$ cat config.mk
export PLATFORM = sky130hd
export DESIGN_NAME = am2940_dma_ctrl
export DESIGN_NICKNAME = d
export VERILOG_FILES = /design/src/rtl/am2940_pkg.sv /design/src/rtl/am2940_dma_tally.sv /design/src/rtl/am2940_dma_ctrl.sv
export SDC_FILE = /design/constraint.sdc
export NUM_CORES = 1
export LEC_CHECK = 0
export ABC_CLOCK_PERIOD_IN_PS = 2250
export BUFFER_PORTS_ARGS = -buffer_cell sky130_fd_sc_hd__buf_4
export CORE_MARGIN = 2
export CORE_UTILIZATION = 25
export CTS_BUF_LIST = sky130_fd_sc_hd__clkbuf_2
export CTS_CLUSTER_DIAMETER = 30
export DETAILED_ROUTE_END_ITERATION = 10
export GPL_TIMING_DRIVEN = 1
export HOLD_SLACK_MARGIN = 0.05
export PLACE_DENSITY = 0.54
export SYNTH_ARGS = -nofsm -noshare
export SYNTH_HDL_FRONTEND = slang
export SYNTH_SLANG_ARGS = --single-unit
$ cat constraint.sdc
create_clock -name clk -period 2.25 [get_ports clk]
set_input_delay 0.45 -clock clk [delete_from_list [all_inputs] [get_ports clk]]
set_output_delay 0.45 -clock clk [all_outputs]
set_load 0.1 [all_outputs]
$ cat src/rtl/am2940_pkg.sv
// rtl/am2940_pkg.sv - shared am2940 instruction codes, DMA controller states and width default.
// The REINIT state exists only when AM2940_DMA_AUTO_REINIT_EN is defined.
package am2940_pkg;

  localparam int WIDTH_DEFAULT = 8;

  localparam logic [2:0] WRCR   = 3'b000;
  localparam logic [2:0] RDCR   = 3'b001;
  localparam logic [2:0] RDWC   = 3'b010;
  localparam logic [2:0] RDAC   = 3'b011;
  localparam logic [2:0] REINIT = 3'b100;
  localparam logic [2:0] LDAD   = 3'b101;
  localparam logic [2:0] LDWC   = 3'b110;
  localparam logic [2:0] ENCT   = 3'b111;

  typedef enum logic [2:0] {
    S_IDLE,
    S_WR_CR,
    S_LD_ADDR,
    S_LD_WC,
    S_XFER,
    S_FIN
`ifdef AM2940_DMA_AUTO_REINIT_EN
    , S_REINIT
`endif
  } state_e;

endpackage

$ cat src/rtl/am2940_dma_tally.sv
// rtl/am2940_dma_tally.sv - acknowledged-word tally with last-word and done-mismatch compare.
module am2940_dma_tally
  import am2940_pkg::*;
#(
  parameter int WIDTH = WIDTH_DEFAULT
) (
  input  logic             clk,
  input  logic             rst,
  input  logic             clr_i,
  input  logic             inc_i,
  input  logic             done_i,
  input  logic [WIDTH-1:0] count_i,
  output logic             last_o,
  output logic             mismatch_o
);

  logic [WIDTH-1:0] tally_q, tally_d;

  always_comb begin
    tally_d = tally_q;
    if (clr_i) begin
      tally_d = '0;
    end else if (inc_i) begin
      tally_d = tally_q + WIDTH'(1);
    end
  end

  always_ff @(posedge clk) begin
    if (rst) begin
      tally_q <= '0;
    end else begin
      tally_q <= tally_d;
    end
  end

  // The word being acknowledged now is the last one when tally+1 reaches count.
  assign last_o     = ((tally_q + WIDTH'(1)) == count_i);
  assign mismatch_o = inc_i & (last_o ^ done_i);

endmodule

$ cat src/rtl/am2940_dma_ctrl.sv
// rtl/am2940_dma_ctrl.sv - am2940 initiator: programs CR/address/count, then steps a block transfer.
// Define AM2940_DMA_AUTO_REINIT_EN to issue REINITIALIZE COUNTERS after a completed transfer.
module am2940_dma_ctrl
  import am2940_pkg::*;
#(
  parameter int         WIDTH      = WIDTH_DEFAULT,
  parameter logic [2:0] IDLE_INSTR = 3'b001
) (
  input  logic             clk,
  input  logic             rst,
  input  logic             start,
  input  logic             abort,
  input  logic [WIDTH-1:0] ctrl_cfg,
  input  logic [WIDTH-1:0] start_addr,
  input  logic [WIDTH-1:0] word_cnt,
  input  logic             xfer_ack,
  input  logic             done,
  output logic [2:0]       instr,
  output logic [WIDTH-1:0] data_out,
  output logic             acineg,
  output logic             wcineg,
  output logic             xfer_req,
  output logic             busy,
  output logic             finished,
  output logic             error
);

  state_e           state_q, state_d;
  logic [WIDTH-1:0] cfg_q, addr_q, cnt_q;
  logic             error_q, error_d;
  logic             accept, tally_inc, last_word, mismatch;

  assign accept    = (state_q == S_IDLE) && start;
  assign tally_inc = (state_q == S_XFER) && xfer_ack;

  am2940_dma_tally #(.WIDTH(WIDTH)) u_tally (
    .clk       (clk),
    .rst       (rst),
    .clr_i     (accept),
    .inc_i     (tally_inc),
    .done_i    (done),
    .count_i   (cnt_q),
    .last_o    (last_word),
    .mismatch_o(mismatch)
  );

  always_ff @(posedge clk) begin
    if (rst) begin
      state_q <= S_IDLE;
      error_q <= 1'b0;
      cfg_q   <= '0;
      addr_q  <= '0;
      cnt_q   <= '0;
    end else begin
      state_q <= state_d;
      error_q <= error_d;
      if (accept) begin
        cfg_q  <= ctrl_cfg;
        addr_q <= start_addr;
        cnt_q  <= word_cnt;
      end
    end
  end

  always_comb begin
    state_d = state_q;
    error_d = error_q;
    case (state_q)
      S_IDLE: begin
        if (start) begin
          state_d = S_WR_CR;
          error_d = 1'b0;
        end
      end
      S_WR_CR:   state_d = S_LD_ADDR;
      S_LD_ADDR: state_d = S_LD_WC;
      S_LD_WC:   state_d = (cnt_q == '0) ? S_FIN : S_XFER;
      S_XFER: begin
        // done is only meaningful alongside an acknowledged word.
        if (mismatch) begin
          state_d = S_IDLE;
          error_d = 1'b1;
        end else if (xfer_ack && done && last_word) begin
`ifdef AM2940_DMA_AUTO_REINIT_EN
          state_d = S_REINIT;
`else
          state_d = S_FIN;
`endif
        end
      end
`ifdef AM2940_DMA_AUTO_REINIT_EN
      S_REINIT:  state_d = S_FIN;
`endif
      S_FIN:     state_d = S_IDLE;
      default:   state_d = S_IDLE;
    endcase
    if (abort && (state_q != S_IDLE)) begin
      state_d = S_IDLE;
      error_d = error_q;
    end
  end

  always_comb begin
    instr    = IDLE_INSTR;
    data_out = '0;
    xfer_req = 1'b0;
    finished = 1'b0;
    case (state_q)
      S_WR_CR: begin
        instr    = WRCR;
        data_out = cfg_q;
      end
      S_LD_ADDR: begin
        instr    = LDAD;
        data_out = addr_q;
      end
      S_LD_WC: begin
        instr    = LDWC;
        data_out = cnt_q;
      end
      S_XFER: begin
        instr    = ENCT;
        xfer_req = 1'b1;
      end
`ifdef AM2940_DMA_AUTO_REINIT_EN
      S_REINIT:  instr = REINIT;
`endif
      S_FIN:     finished = 1'b1;
      default:   instr = IDLE_INSTR;
    endcase
  end

  assign busy   = (state_q != S_IDLE);
  assign acineg = ~tally_inc;
  assign wcineg = ~tally_inc;
  assign error  = error_q;

endmodule

# Word-level counts from Yosys, hierarchy flattened
# Index checks and enable logic that the tools add are counted.
classes:
  add_sub_neg: 1
  eq_ne: 9
  n_mux: 12
  n_bitwise: 4
  reduce_logical: 13
ops:
  columns: ["operator", "n"]
  rows:
  - ["case mux 8 bit (3 select lines)", 1]
  - ["case mux 3 bit (5 select lines)", 1]
  - ["case mux 3 bit (4 select lines)", 1]
  - ["2-to-1 mux 3 bit", 3]
  - ["adder 8 x 1 -> 8 bit, second input constant", 1]
  - ["== test 8 bit", 1]
  - ["logical NOT 8 bit", 1]
  - ["== test 3 x 2 -> 1 bit, second input constant", 2]
  - ["== test 3 bit, second input constant", 2]
  - ["logical AND 1 bit", 5]
  - ["2-to-1 mux 1 bit", 5]
  - ["inequality test 2 bit, second input constant", 2]
  - ["AND reduction 4 bit", 1]
  - ["OR reduction 2 bit", 2]
  - ["== test 3 x 1 -> 1 bit, second input constant", 1]
  - ["logical NOT 3 bit", 1]
  - ["inequality test 3 x 2 -> 1 bit, second input constant", 1]
  - ["nonzero test 3 bit", 1]
  - ["inverter 1 bit", 2]
  - ["case mux 1 bit (2 select lines)", 1]
  - ["AND reduction 2 bit", 1]
  - ["nonzero test 2 bit", 1]
  - ["AND 1 bit", 1]
  - ["XOR 1 bit", 1]
totals:
  reg_bits: 36
  word_cells: 45

# Longest topological paths before layout
logic_depth:
  ltp_word: 6
  ltp_mapped: 7
  depth_no_buf: 7

# Hierarchy
# A second synthesis with hierarchy kept.
unflattened:
  cells_unflattened: 243
  area_unflattened_um2: 1986.9
modules_own_cells:
  columns: ["module", "instances", "cells_each", "area_per_inst_um2"]
  rows:
  - ["am2940_dma_ctrl", 1, 174, 1383.8]
  - ["am2940_dma_tally", 1, 69, 603.1]

# Worst setup path before layout
# Ideal clock, no wire load.
synth_timing:
  path_kind: "register to output"
  startpoint: "register state_q[2]"
  endpoint: "output instr[2]"
  arrival_time_ns: 2.782
  t_required_ns: 1.800
  setup_slack_ns: -0.982
  stages_incl_launch_ff: 4
  path_buffers: 2
  cell_sequence: "dfxtp_1 -> clkbuf_1 -> clkbuf_1 -> o21ai_0"
synth_via:
  elab_chain_cells: 2
  word_cells_on_any_way: 5
  classes_between: "eq/ne (4); mux (1)"
synth_lines:
  columns: ["element", "line_no", "source"]
  rows:
  - ["from (decl)", "am2940_dma_ctrl.sv:28", "state_e state_q, state_d;"]
  - ["from (signal assigned)", "am2940_dma_ctrl.sv:55", "state_q <= state_d;"]
  - ["== test 3 bit (tied with other cells)", "am2940_dma_ctrl.sv:108", "case (state_q)"]
  - ["case mux 3 bit (4 select lines) *", "am2940_dma_ctrl.sv:108", null]
  - ["to (decl)", "am2940_dma_ctrl.sv:18", "output logic [2:0] instr,"]
# Every way passes the cells marked *; elsewhere a longest branch is shown, timed or not.

# Final worst setup path
layout_timing:
  startpoint: "register state_q[1]"
  endpoint: "output data_out[4]"
layout_via:
  elab_chain_cells: 2
  word_cells_on_any_way: 4
  classes_between: "eq/ne (3); mux (1)"
layout_lines:
  columns: ["element", "line_no", "source"]
  rows:
  - ["== test 3 x 2 -> 1 bit or == test 3 x 1 -> 1 bit (tied branches)", "am2940_dma_ctrl.sv:108", null]
  - ["case mux 8 bit (3 select lines) *", "am2940_dma_ctrl.sv:108", null]
  - ["to (decl)", "am2940_dma_ctrl.sv:19", "output logic [WIDTH-1:0] data_out,"]
# Marked as above.

==> results.py <==
metrics = {
    "timing": {
        "post-route-period-util": 0.971,
        "rsz0062_at_grt": "true",
        "drv_slew": 0,
        "fin_skew_ns": 0.00859,
        "setup_viol": 0,
        "max_slew_margin": 0.764,
        "fmax_ghz": 0.458,
        "period_minus_slack_ns": 2.18,
        "tightest_slew_ns": 0.354,
        "hold_viol_final": 0,
        "fin_tns_setup_ns": 0,
    },
    "critical_path": {
        "critPathMaxFanout": 9,
        "cp-end-kind": "output pin",
        "cpMaxStageDelayCell": "dfxtp_4",
        "setup.worst_path.class": "reg2out",
        "r2r_cells": 7,
        "crit_start": "state_q[1]",
        "arrival_ns": 1.73,
        "start_kind": "flop",
        "max_stage_delay_ns": 0.42,
        "cp.depth": 5,
        "cpLargestDelayFamily": "flip-flops",
        "cp-endpoint": "data_out[4]",
        "critPathRequiredTime_ns": 1.80,
        "rrSetupSlack_ns": 0.12,
        "regToRegStartpoint": "u_tally.tally_q[1]",
        "worstPathCellList": "buf_12 > mux2_2 > a22oi_1 > nor2_1 > buf_6",
        "crit_buf_inv": 2,
        "r2r-end": "state_q[0]",
    },
    "cells_and_area": {
        "nets": 331,
        "area_growth_pct": 33.9,
        "final_area_sq_mm": 0.00254,
        "diodes": 0,
        "multi_input_area_sq_mm": 0.00113,
        "drive_above_1_share": 0.336,
        "seq_area_sq_um": 727,
        "fill_cells": 838,
    },
    "global_route": {
        "grt_antenna_before_repair": 0,
        "overflow": 0,
        "grt_max_degree": 29,
        "grt_pass1_wl_um": 8630,
        "grt.total_usage": 0.129,
        "first_global_vias": 1829,
    },
    "synth": {
        "synth.cell_area_sq_mm": 0.00189,
        "synth-edff-count": 0,
        "synth_flop_cell": "dfxtp_1",
        "avgSynthCellArea_sq_um": 7.67,
        "async_reset_ff_frac": 0,
        "synth_seq_cells": 36,
        "synth_fp_nets": 278,
        "synth_cells": 247,
        "synth_seq_area_share": 0.380,
        "synth_warnings": 0,
        "synth.distinct_cells": 42,
    },
    "place": {
        "place_congestion": 0.902,
        "placed_area_sq_mm": 0.00243,
        "dp_hpwl_um": 3950,
        "numPortBuffers": 46,
    },
    "clock_tree": {
        "clock_sinks": 36,
        "ctsHoldBuffers": 0,
        "clkTransAtPathRegs_ns": 0.20,
        "tritoncts": "yes",
        "cts_made_buffers": 5,
        "cts-root-buf": "clkbuf_2",
        "clk-insertion-delay-late_ns": 0.40,
        "htree_levels": 2,
        "clockBufferDepth": 2,
    },
    "floorplanning": {
        "core-area_sq_mm": 0.00729,
        "dieHeight_um": 91.0,
        "die_area_sq_mm": 0.00829,
        "die_w_um": 91.0,
        "ios": 47,
        "initial_utilization": 0.260,
        "placementRows": 31,
    },
    "drt": {
        "drc": 0,
        "first_pass_iters": 4,
        "routed_wl_um": 5310,
        "ant_nets": 0,
        "vias": 1881,
        "wl_per_cell_um": 13.3,
        "via_per_inst": 4.70,
        "initialDrtViolationCount": 92,
    },
    "outcome": {
        "status": "completed",
    },
    "power_and_ir_drop": {
        "power.leakage_nw": 1.01,
        "power_density_mw_per_mm2": 542,
        "ir_drop_mv": 0.318,
    },
    "job": {
        "max_cap_viol_count": 0,
    },
    "hold_path": {
        "worstHoldStart": "abort",
        "hold_class": "in2reg",
    },
}
[worst reg2reg max path, stage by stage, from the launching register on]
cell and delay [ns]:
dfxtp_2 0.39, ha_2 0.21, nand2b_1 0.08, or2_1 0.22
a311oi_2 0.29, o2111ai_2 0.20, or3_4 0.43, o211a_1 0.24
[registers in the layout, summed over array words and instances, names as in the netlist]
name             flops
state_q              3
addr_q               8
cfg_q                8
u_tally.tally_q      8
cnt_q                8
error                1
[layer usage]
| layer | GRT usage | wire, um | part of all wire | up-vias |
|---|---|---|---|---|
| met1 | 0.168 | 2470 | 0.47 | 877 |
| li1 | - | - | - | 952 |
| met4 | 0.0404 | 82 | 0.015 | 0 |
| met5 | 0 | 0 | 0 | - |
| met3 | 0.0349 | 251 | 0.047 | 7 |
| met2 | 0.206 | 2500 | 0.47 | 45 |
[final cells by class]
cell class	instances	share of cell area
multi-input cells	192	0.446
clock inverters	3	0.00690
clock buffers	5	0.00986
repair buffers	60	0.194
inverters	5	0.00740
flip-flops and latches	36	0.286
well taps	99	0.0488
[cells by family after synthesis]
kind of cell             count (synthesis)  share of synthesized area
AO/OA/AOI/OAI                           50                      0.159
multiplexers                            10                     0.0588
adder cells (fa/ha/maj)                  1                    0.00660
buffers and inverters                   19                     0.0403
flip-flops                              36                      0.380
XOR/XNOR                                13                     0.0601
AND/OR/NAND/NOR                        118                      0.295
[where the power goes]
part	leakage [nW]	total (mW)	internal (mW)	switching, mW
Sequential	0.296	0.702	0.672	0.0294
Clock	0.0308	0.320	0.0758	0.244
Combinational	0.686	0.354	0.135	0.219
[through the flow]
stage / hold slack (ns) / setup slack, ns / total power [mW] / utilization / std cells
after detailed placement: 0.449 / 0.0789 / 1.06 / 0.333 / 390
after CTS: 0.225 / 0.0121 / 1.38 / 0.342 / 400
after floorplan: 0.434 / -0.315 / 0.936 / - / 247
after global placement: 0.442 / 0.131 / 1.06 / 0.333 / 390
after global routing: 0.222 / -0.0147 / 1.44 / 0.348 / 400
final: 0.230 / 0.0661 / 1.37 / 0.348 / 400
[what timing repair did]
action | CTS | global route
gates resized for setup | 2 | 13
endpoints found under the setup margin | 10 | 11
setup buffers | 2 | 0
[how the worst min path moves through the flow]
stage	end	slack, ns	cells after the start
finish	state_q[1]	0.23	2
global route	state_q[1]	0.22	2
CTS	state_q[1]	0.23	2
detailed placement	cfg_q[6]	0.45	2
global placement	cfg_q[6]	0.44	2
floorplan	cfg_q[0]	0.43	2
[synthesized netlist by cell type (2+ instances only)]
master	number	area [sq um]
nand3_2	3	30.0
nand4_1	2	12.5
nand3_1	5	25.0
buf_1	2	7.51
and3_1	3	18.8
dfxtp_1	36	721
xor2_1	5	43.8
nor2_1	23	86.3
nand2_1	58	218
inv_1	5	18.8
xnor2_1	8	70.1
clkbuf_1	10	37.5
nor4_1	4	25.0
mux2_2	9	101
a21oi_1	30	150
a22oi_1	8	60.1
or2_2	2	12.5
o21ai_0	4	20.0
or3_4	2	22.5
nor3b_1	2	15.0
nand2b_1	3	18.8
nor3_1	3	15.0
[layout by cell type, fill, tap and decap left out, types with 2 or more instances in the layout]
cell type	Yosys	routed
nand2_1	58	57
buf_4	1	51
dfxtp_1	36	33
a21oi_1	30	30
nor2_1	23	16
mux2_2	9	9
a22oi_1	8	8
xnor2_1	8	8
buf_6	0	8
nor2_2	0	7
inv_1	5	5
nand3_1	5	5
xor2_1	5	5
clkbuf_2	0	5
nor4_1	4	4
nor3_1	3	3
and3_1	3	3
nand3_2	3	3
o21ai_0	4	3
or2_2	2	2
nand2b_1	3	2
nor3b_1	2	2
or3_4	2	2
nand4_1	2	2
dfxtp_2	0	2
No activity file was read; power rests on OpenSTA's default activity.
